File: config.mk
export PLATFORM = sky130hd
export DESIGN_NAME = sync_pkt_fifo
export DESIGN_NICKNAME = d
export VERILOG_FILES = /design/src/rtl/sync_pkt_fifo.sv
export SDC_FILE = /design/constraint.sdc
export NUM_CORES = 1
export LEC_CHECK = 0
export CAP_MARGIN = 20
export CORE_ASPECT_RATIO = 1.4
export CORE_UTILIZATION = 40
export DETAILED_ROUTE_END_ITERATION = 12
export DONT_BUFFER_PORTS = 1
export HOLD_SLACK_MARGIN = 0.15
export PLACE_DENSITY = 0.68
export SYNTH_ARGS = -nofsm -noshare
export SYNTH_HDL_FRONTEND = slang
export SYNTH_SLANG_ARGS = --single-unit
File: constraint.sdc
create_clock -name i_clk -period 3.1 [get_ports i_clk]
set_clock_uncertainty 0.05 [all_clocks]
set_input_delay 0.62 -clock i_clk [delete_from_list [all_inputs] [get_ports i_clk]]
set_output_delay 0.62 -clock i_clk [all_outputs]
set_load 0.01 [all_outputs]
File: src/rtl/sync_pkt_fifo.sv
// Single-clock FIFO with optional packet commit/discard for the Ethernet datapath.
// Latency: a write becomes readable one cycle after it (or its frame's last beat) is accepted; FWFT=0 adds one read cycle.
// Backpressure: o_full rejects writes (o_overflow pulse); o_empty rejects reads (o_underflow pulse); all flags registered.
//
// Ports:
//   i_clk, i_reset_n                 clock, asynchronous active-low reset
//   i_wr_en/i_wr_data/i_wr_last      write beat with end-of-frame marker
//   i_wr_drop                        discard the frame currently being written
//   o_full, o_almost_full            write-side occupancy flags (include uncommitted words)
//   i_rd_en                          pop (FWFT=1) or read request (FWFT=0)
//   o_rd_data/o_rd_last/o_rd_valid   read beat
//   o_empty, o_almost_empty, o_count read-side (committed) occupancy
//   o_overflow, o_underflow          one-cycle rejected-access pulses

module sync_pkt_fifo #(
    parameter int DATA_WIDTH          = 8,
    parameter int FIFO_DEPTH          = 64,
    parameter int ADDR_BITS           = $clog2(FIFO_DEPTH),
    parameter int FWFT                = 1,
    parameter int PACKET_MODE         = 1,
    parameter int ALMOST_FULL_THRESH  = FIFO_DEPTH - 4,
    parameter int ALMOST_EMPTY_THRESH = 4
) (
    input  logic                  i_clk,
    input  logic                  i_reset_n,
    input  logic                  i_wr_en,
    input  logic [DATA_WIDTH-1:0] i_wr_data,
    input  logic                  i_wr_last,
    input  logic                  i_wr_drop,
    output logic                  o_full,
    output logic                  o_almost_full,
    input  logic                  i_rd_en,
    output logic [DATA_WIDTH-1:0] o_rd_data,
    output logic                  o_rd_last,
    output logic                  o_rd_valid,
    output logic                  o_empty,
    output logic                  o_almost_empty,
    output logic [ADDR_BITS:0]    o_count,
    output logic                  o_overflow,
    output logic                  o_underflow
);

    // Pointers carry one extra wrap bit so that full (difference == depth)
    // and empty (difference == 0) stay distinguishable across wrap-around.
    localparam int              PW      = ADDR_BITS + 1;
    localparam logic [PW-1:0]   DEPTH_P = PW'(FIFO_DEPTH);
    localparam logic [PW-1:0]   AF_P    = PW'(ALMOST_FULL_THRESH);
    localparam logic [PW-1:0]   AE_P    = PW'(ALMOST_EMPTY_THRESH);
    localparam logic [PW-1:0]   ONE     = PW'(1);

    // Storage: {last, data}. Not reset.
    logic [DATA_WIDTH:0] mem [FIFO_DEPTH];

    // Architectural state
    logic [PW-1:0] wr_ptr;      // next write slot (includes uncommitted beats)
    logic [PW-1:0] commit_ptr;  // end of the readable region
    logic [PW-1:0] rd_ptr;      // next read slot
    logic          bad_frame;   // current frame overflowed; swallow until its last beat

    // Registered flags
    logic          full_q;
    logic          afull_q;
    logic          empty_q;
    logic          aempty_q;
    logic [PW-1:0] count_q;
    logic          ovf_q;
    logic          udf_q;

    // Next-state
    logic [PW-1:0] wr_ptr_nxt;
    logic [PW-1:0] commit_pm_nxt;
    logic [PW-1:0] commit_ptr_nxt;
    logic [PW-1:0] rd_ptr_nxt;
    logic          bad_frame_nxt;
    logic [PW-1:0] wocc_nxt;
    logic [PW-1:0] count_nxt;

    logic          wr_acc;
    logic          wr_rej;
    logic          rd_acc;
    logic          rd_rej;

    // A drop in the same cycle silently discards the write (no overflow).
    assign wr_acc = i_wr_en && !full_q && !bad_frame && !i_wr_drop;
    assign wr_rej = i_wr_en && full_q && !i_wr_drop;
    assign rd_acc = i_rd_en && !empty_q;
    assign rd_rej = i_rd_en && empty_q;

    always_comb begin
        wr_ptr_nxt    = wr_ptr;
        commit_pm_nxt = commit_ptr;
        bad_frame_nxt = bad_frame;

        if (i_wr_drop) begin
            // Rewind to the last committed frame boundary; any pending
            // overflow state belongs to the frame being discarded.
            wr_ptr_nxt    = commit_ptr;
            bad_frame_nxt = 1'b0;
        end else if (bad_frame) begin
            // Overflowed frame: ignore every beat, rewind on its last beat.
            if (i_wr_en && i_wr_last) begin
                wr_ptr_nxt    = commit_ptr;
                bad_frame_nxt = 1'b0;
            end
        end else if (wr_rej) begin
            if (PACKET_MODE != 0) begin
                // A rejected last beat ends the frame right away; otherwise
                // remember to discard the remainder of the frame.
                if (i_wr_last) begin
                    wr_ptr_nxt = commit_ptr;
                end else begin
                    bad_frame_nxt = 1'b1;
                end
            end
        end else if (wr_acc) begin
            wr_ptr_nxt = wr_ptr + ONE;
            if (i_wr_last) begin
                commit_pm_nxt = wr_ptr + ONE;
            end
        end

        // Plain FIFO: every accepted word is immediately committed.
        commit_ptr_nxt = (PACKET_MODE != 0) ? commit_pm_nxt : wr_ptr_nxt;

        rd_ptr_nxt = rd_acc ? (rd_ptr + ONE) : rd_ptr;

        wocc_nxt  = wr_ptr_nxt - rd_ptr_nxt;
        count_nxt = commit_ptr_nxt - rd_ptr_nxt;
    end

    always_ff @(posedge i_clk or negedge i_reset_n) begin
        if (!i_reset_n) begin
            wr_ptr     <= '0;
            commit_ptr <= '0;
            rd_ptr     <= '0;
            bad_frame  <= 1'b0;
            full_q     <= 1'b0;
            afull_q    <= 1'b0;
            empty_q    <= 1'b1;
            aempty_q   <= 1'b1;
            count_q    <= '0;
            ovf_q      <= 1'b0;
            udf_q      <= 1'b0;
        end else begin
            wr_ptr     <= wr_ptr_nxt;
            commit_ptr <= commit_ptr_nxt;
            rd_ptr     <= rd_ptr_nxt;
            bad_frame  <= bad_frame_nxt;
            full_q     <= (wocc_nxt == DEPTH_P);
            afull_q    <= (wocc_nxt >= AF_P);
            empty_q    <= (count_nxt == '0);
            aempty_q   <= (count_nxt <= AE_P);
            count_q    <= count_nxt;
            ovf_q      <= wr_rej;
            udf_q      <= rd_rej;
        end
    end

    always_ff @(posedge i_clk) begin
        if (wr_acc) begin
            mem[wr_ptr[ADDR_BITS-1:0]] <= {i_wr_last, i_wr_data};
        end
    end

    generate
        if (FWFT != 0) begin : g_fwft
            // Head word shown directly; forced to zero while nothing is
            // readable so the outputs are defined out of reset.
            logic [DATA_WIDTH:0] head;
            assign head       = mem[rd_ptr[ADDR_BITS-1:0]];
            assign o_rd_data  = empty_q ? '0 : head[DATA_WIDTH-1:0];
            assign o_rd_last  = !empty_q && head[DATA_WIDTH];
            assign o_rd_valid = !empty_q;
        end else begin : g_reg
            // Registered read: data appears the cycle after the accepted
            // request and holds until the next one.
            logic [DATA_WIDTH:0] rd_word;
            logic                rd_vld;
            always_ff @(posedge i_clk or negedge i_reset_n) begin
                if (!i_reset_n) begin
                    rd_word <= '0;
                    rd_vld  <= 1'b0;
                end else begin
                    rd_vld <= rd_acc;
                    if (rd_acc) begin
                        rd_word <= mem[rd_ptr[ADDR_BITS-1:0]];
                    end
                end
            end
            assign o_rd_data  = rd_word[DATA_WIDTH-1:0];
            assign o_rd_last  = rd_word[DATA_WIDTH];
            assign o_rd_valid = rd_vld;
        end
    endgenerate

    assign o_full         = full_q;
    assign o_almost_full  = afull_q;
    assign o_empty        = empty_q;
    assign o_almost_empty = aempty_q;
    assign o_count        = count_q;
    assign o_overflow     = ovf_q;
    assign o_underflow    = udf_q;

endmodule

==> key figures <==
Worst setup path
  – Worst setup EP type: output pin
  – Critical path required time: 2430 ps
  – CP startpoint kind: flip-flop
  – WS Path Type: flip-flop to output pin
  – Crit path DAT: 2930 ps
  – Worst Reg-to-Reg Cells: 14
  – CP max FO: 8

STA
  – Final setup vio count: 9
  – RSZ-0062 raised after global routing: true
  – Highest clock rate: 0.278 GHz
  – Period utilisation layout: 1.16
  – Sum Neg Setup Slack: -3820 ps
  – Fin worst setup slack: -495 ps
  – Tmin final: 3600 ps
  – Worst-margin pin slew: 852 ps
  – Max-slew headroom: 0.431
  – Final Hold Viols: 0
  – Fin. max-slew vios: 0

Drt
  – WL per Instance: between 20 and 25 um
  – DR DRC count: 0
  – Total Routed Length: 56800 um
  – Iteration-0 DRC Markers: approximately 1100
  – Via/cell ratio: 5.52
  – Iteration count of the initial detailed-routing pass: 5
  – Post-DRT Antenna Nets: 0
  – Via Count: approximately 13000

Global routing
  – Vias in the first global route: ~13000
  – Busiest grt layer: met2
  – Met1 usage: 0.224
  – Largest net degree at the start of global routing: 65
  – GR Overflow Total: 0
  – Initial antenna violation count: 1
  – Tot GR Track Use: 0.182
  – Met2 Usage GRT: 0.314
  – Met3 Use GR: 0.0401
  – First-pass GRT wire length: 83000 um

Clock tree
  – Clk_lat worst skew: ~600 ps
  – TritonCTS clock tree: yes
  – H-tree depth: 2
  – CTS root buf: clkbuf_16
  – Total CTS buffers: 56
  – Clk buf depth: 3
  – CTS Sinks: 611
  – Clk slew on worst S/H paths: 60 ps

Die
  – Ports: 37
  – CORE AREA: 0.0609 sq mm
  – Starting Density: 0.404
  – Die Span Y: 296 um
  – Die W: 212 um
  – Die area: 0.0626 sq mm
  – Std cell rows: 107

Synth
  – Post-synth EDFFs: 576
  – Flops & latches, synth: 611
  – FFs w/ async S/R, synth: 0.0573
  – Register area share after synthesis: 0.738
  – Synthesis Warnings: 0
  – Mean Syn Cell Area: ~20 sq um
  – Gate Count Post-Synth: 1245
  – Synth Cell Area: 0.0246 sq mm
  – Synthesized Nets: 1274
  – Top FF cell, synth: edfxtp_1
  – Yosys cell types: 57

Placement
  – HPWL Detailed: about 34000 um
  – Place WS: -216 ps
  – Routability cong.: 0.861
  – Port Buf Inserts: 0

Finish
  – # diodes: 0
  – Footprint of the multi-input gates: 0.00641 sq mm
  – Layout cell share with drive strength beyond 1: 0.349
  – Reg area: 0.0182 sq mm
  – Layout area overhead: 19.7%
  – Final nets: ~1500
  – Fillers: approximately 4900

Outcome
  – Run status: finished with violations
  – Failing checks: setup timing

Hold path
  – Worst hold stages: 1
  – Worst min path class: input port to flip-flop

Pwr
  – P per Cell Area: a little under 900 mW/mm^2
  – VDD IR-drop max: 0.684 mV
  – LEAKAGE: between 9 and 10 nW

Run
  – Max_cap viols: 0
final timing paths:
kind                            slack [ps]                 from                 endpoint
min in group asynchronous              480            i_reset_n  commit_ptr[4]$_DFF_PN0_
worst min register to register         440  rd_ptr[5]$_DFF_PN0_      rd_ptr[5]$_DFF_PN0_
worst min-delay path                   180            i_wr_drop      wr_ptr[4]$_DFF_PN0_
worst max-delay path                  -500  rd_ptr[0]$_DFF_PN0_             o_rd_data[5]
worst max register to register         140     o_full$_DFF_PN0_  o_almost_full$_DFF_PN0_
max in group asynchronous             2260            i_reset_n        o_empty$_DFF_PN1_
cells in the final DEF (no fill, tap or decap), drive strengths merged, types with 3 or more instances in the layout:
cell type	instances
a22o	3
mux2	6
a21o	3
o21a	4
or2	4
bufinv	4
xor2	13
nor2	89
nand3	28
dlygate4sd3	4
nor3	9
a211oi	3
xnor2	12
and2	3
o211ai	3
edfxtp	576
dfrtp	33
or3	3
nand2b	5
ha	14
a31oi	5
o21ai	16
mux2i	58
mux4	153
inv	17
buf	192
a22oi	12
nand2	37
nor2b	13
nand3b	4
clkinv	25
clkbuf	75
a221oi	4
nand4	6
a21oi	26
what timing repair did:
action | CTS | global route
setup endpoints to repair | 9 | 14
cloned | 1 | 5
pin swaps | 1 | 23
endpoints found under the hold margin | 615 | 0
hold buffers | 14 | 0
gates resized for setup | 27 | 68
buffers inserted | 4 | 25
per-layer routing:
layer	share of wire	wire, um
met5	0	0
met1	0.38	21700
met3	0.070	3970
met4	0.032	1830
met2	0.52	29300
cell usage after synthesis, types with 2 or more instances:
cell type	count	share of area
a211o_1	2	0.00071
a22oi_1	12	0.0037
o22ai_1	2	0.00051
xor2_1	13	0.0046
mux2_2	5	0.0023
a21o_1	3	0.00091
nand3b_1	3	0.00091
buf_1	14	0.0021
nor2b_1	13	0.0033
mux4_2	151	0.14
a22o_1	3	0.0011
buf_2	20	0.0041
nand2_1	35	0.0053
inv_1	14	0.0021
and2_1	3	0.00076
or2_2	3	0.00076
a31oi_1	5	0.0013
xnor2_1	12	0.0043
nor3_1	8	0.0016
a221o_1	2	0.00081
o21a_1	4	0.0012
nand2_2	2	0.00051
a21oi_1	26	0.0053
buf_4	8	0.0024
mux4_1	2	0.0021
o21ai_0	16	0.0033
dfstp_2	2	0.0021
nand3_1	28	0.0057
clkbuf_1	21	0.0032
a211oi_1	3	0.00091
dfrtp_1	33	0.034
ha_1	14	0.0071
nand4_1	6	0.0015
or3_1	2	0.00051
a221oi_1	4	0.0014
mux2i_1	58	0.024
nor2_1	89	0.014
edfxtp_1	576	0.70
nand2b_1	5	0.0013
buf_6	3	0.0014
o211ai_1	3	0.00091
o41ai_1	2	0.00071
power by group:
part           switching, mW  total [mW]  internal, mW
clock network           2.95        6.67          3.71
logic                   5.12        9.97          4.86
registers              0.263        9.63          9.37
registers in the layout, indices dropped and copies added, names as in the netlist:
register,flops
bad_frame,1
commit_ptr,7
mem,576
o_almost_empty,1
o_almost_full,1
o_count,7
o_empty,1
o_full,1
o_overflow,1
o_underflow,1
rd_ptr,7
wr_ptr,7
cell families after synthesis:
| kind of cell | share of synthesized area |
|---|---|
| AOI/OAI and AO/OA | 0.0248 |
| xor gates and xnor gates | 0.00889 |
| adders and majority gates | 0.00792 |
| buffers and inverters | 0.0153 |
| DFF | 0.738 |
| muxes | 0.167 |
| and+or+nand+nor | 0.0386 |
area by class of cell:
type,instances,share of cell area
tap,817,0.0347
sequential,611,0.617
clock inverter,33,0.00938
clock buffer,70,0.0500
multi-input combinational,554,0.217
inverter,14,0.00178
timing repair buffer,201,0.0697
worst max-delay path: stages, from the launching register on:
cell and delay [ps]:
dfrtp_4 480, buf_4 160, clkbuf_16 180, mux4_2 510
mux4_2 540, nand2b_4 180, nand4_1 170, a21oi_2 100
metrics by stage:
stage,util,power [mW],hold slack [ps],instance area [sq um],instances
after floorplan,-,15.4,274,24700,1245
final,0.484,26.3,185,29500,2300
after detailed placement,0.438,18.3,276,26700,2152
after global placement,0.438,18.2,275,26700,2152
after CTS,0.474,25.4,152,28900,2274
after global routing,0.484,27.3,159,29500,2300
Note: power is estimated with default switching activity, not from simulation.
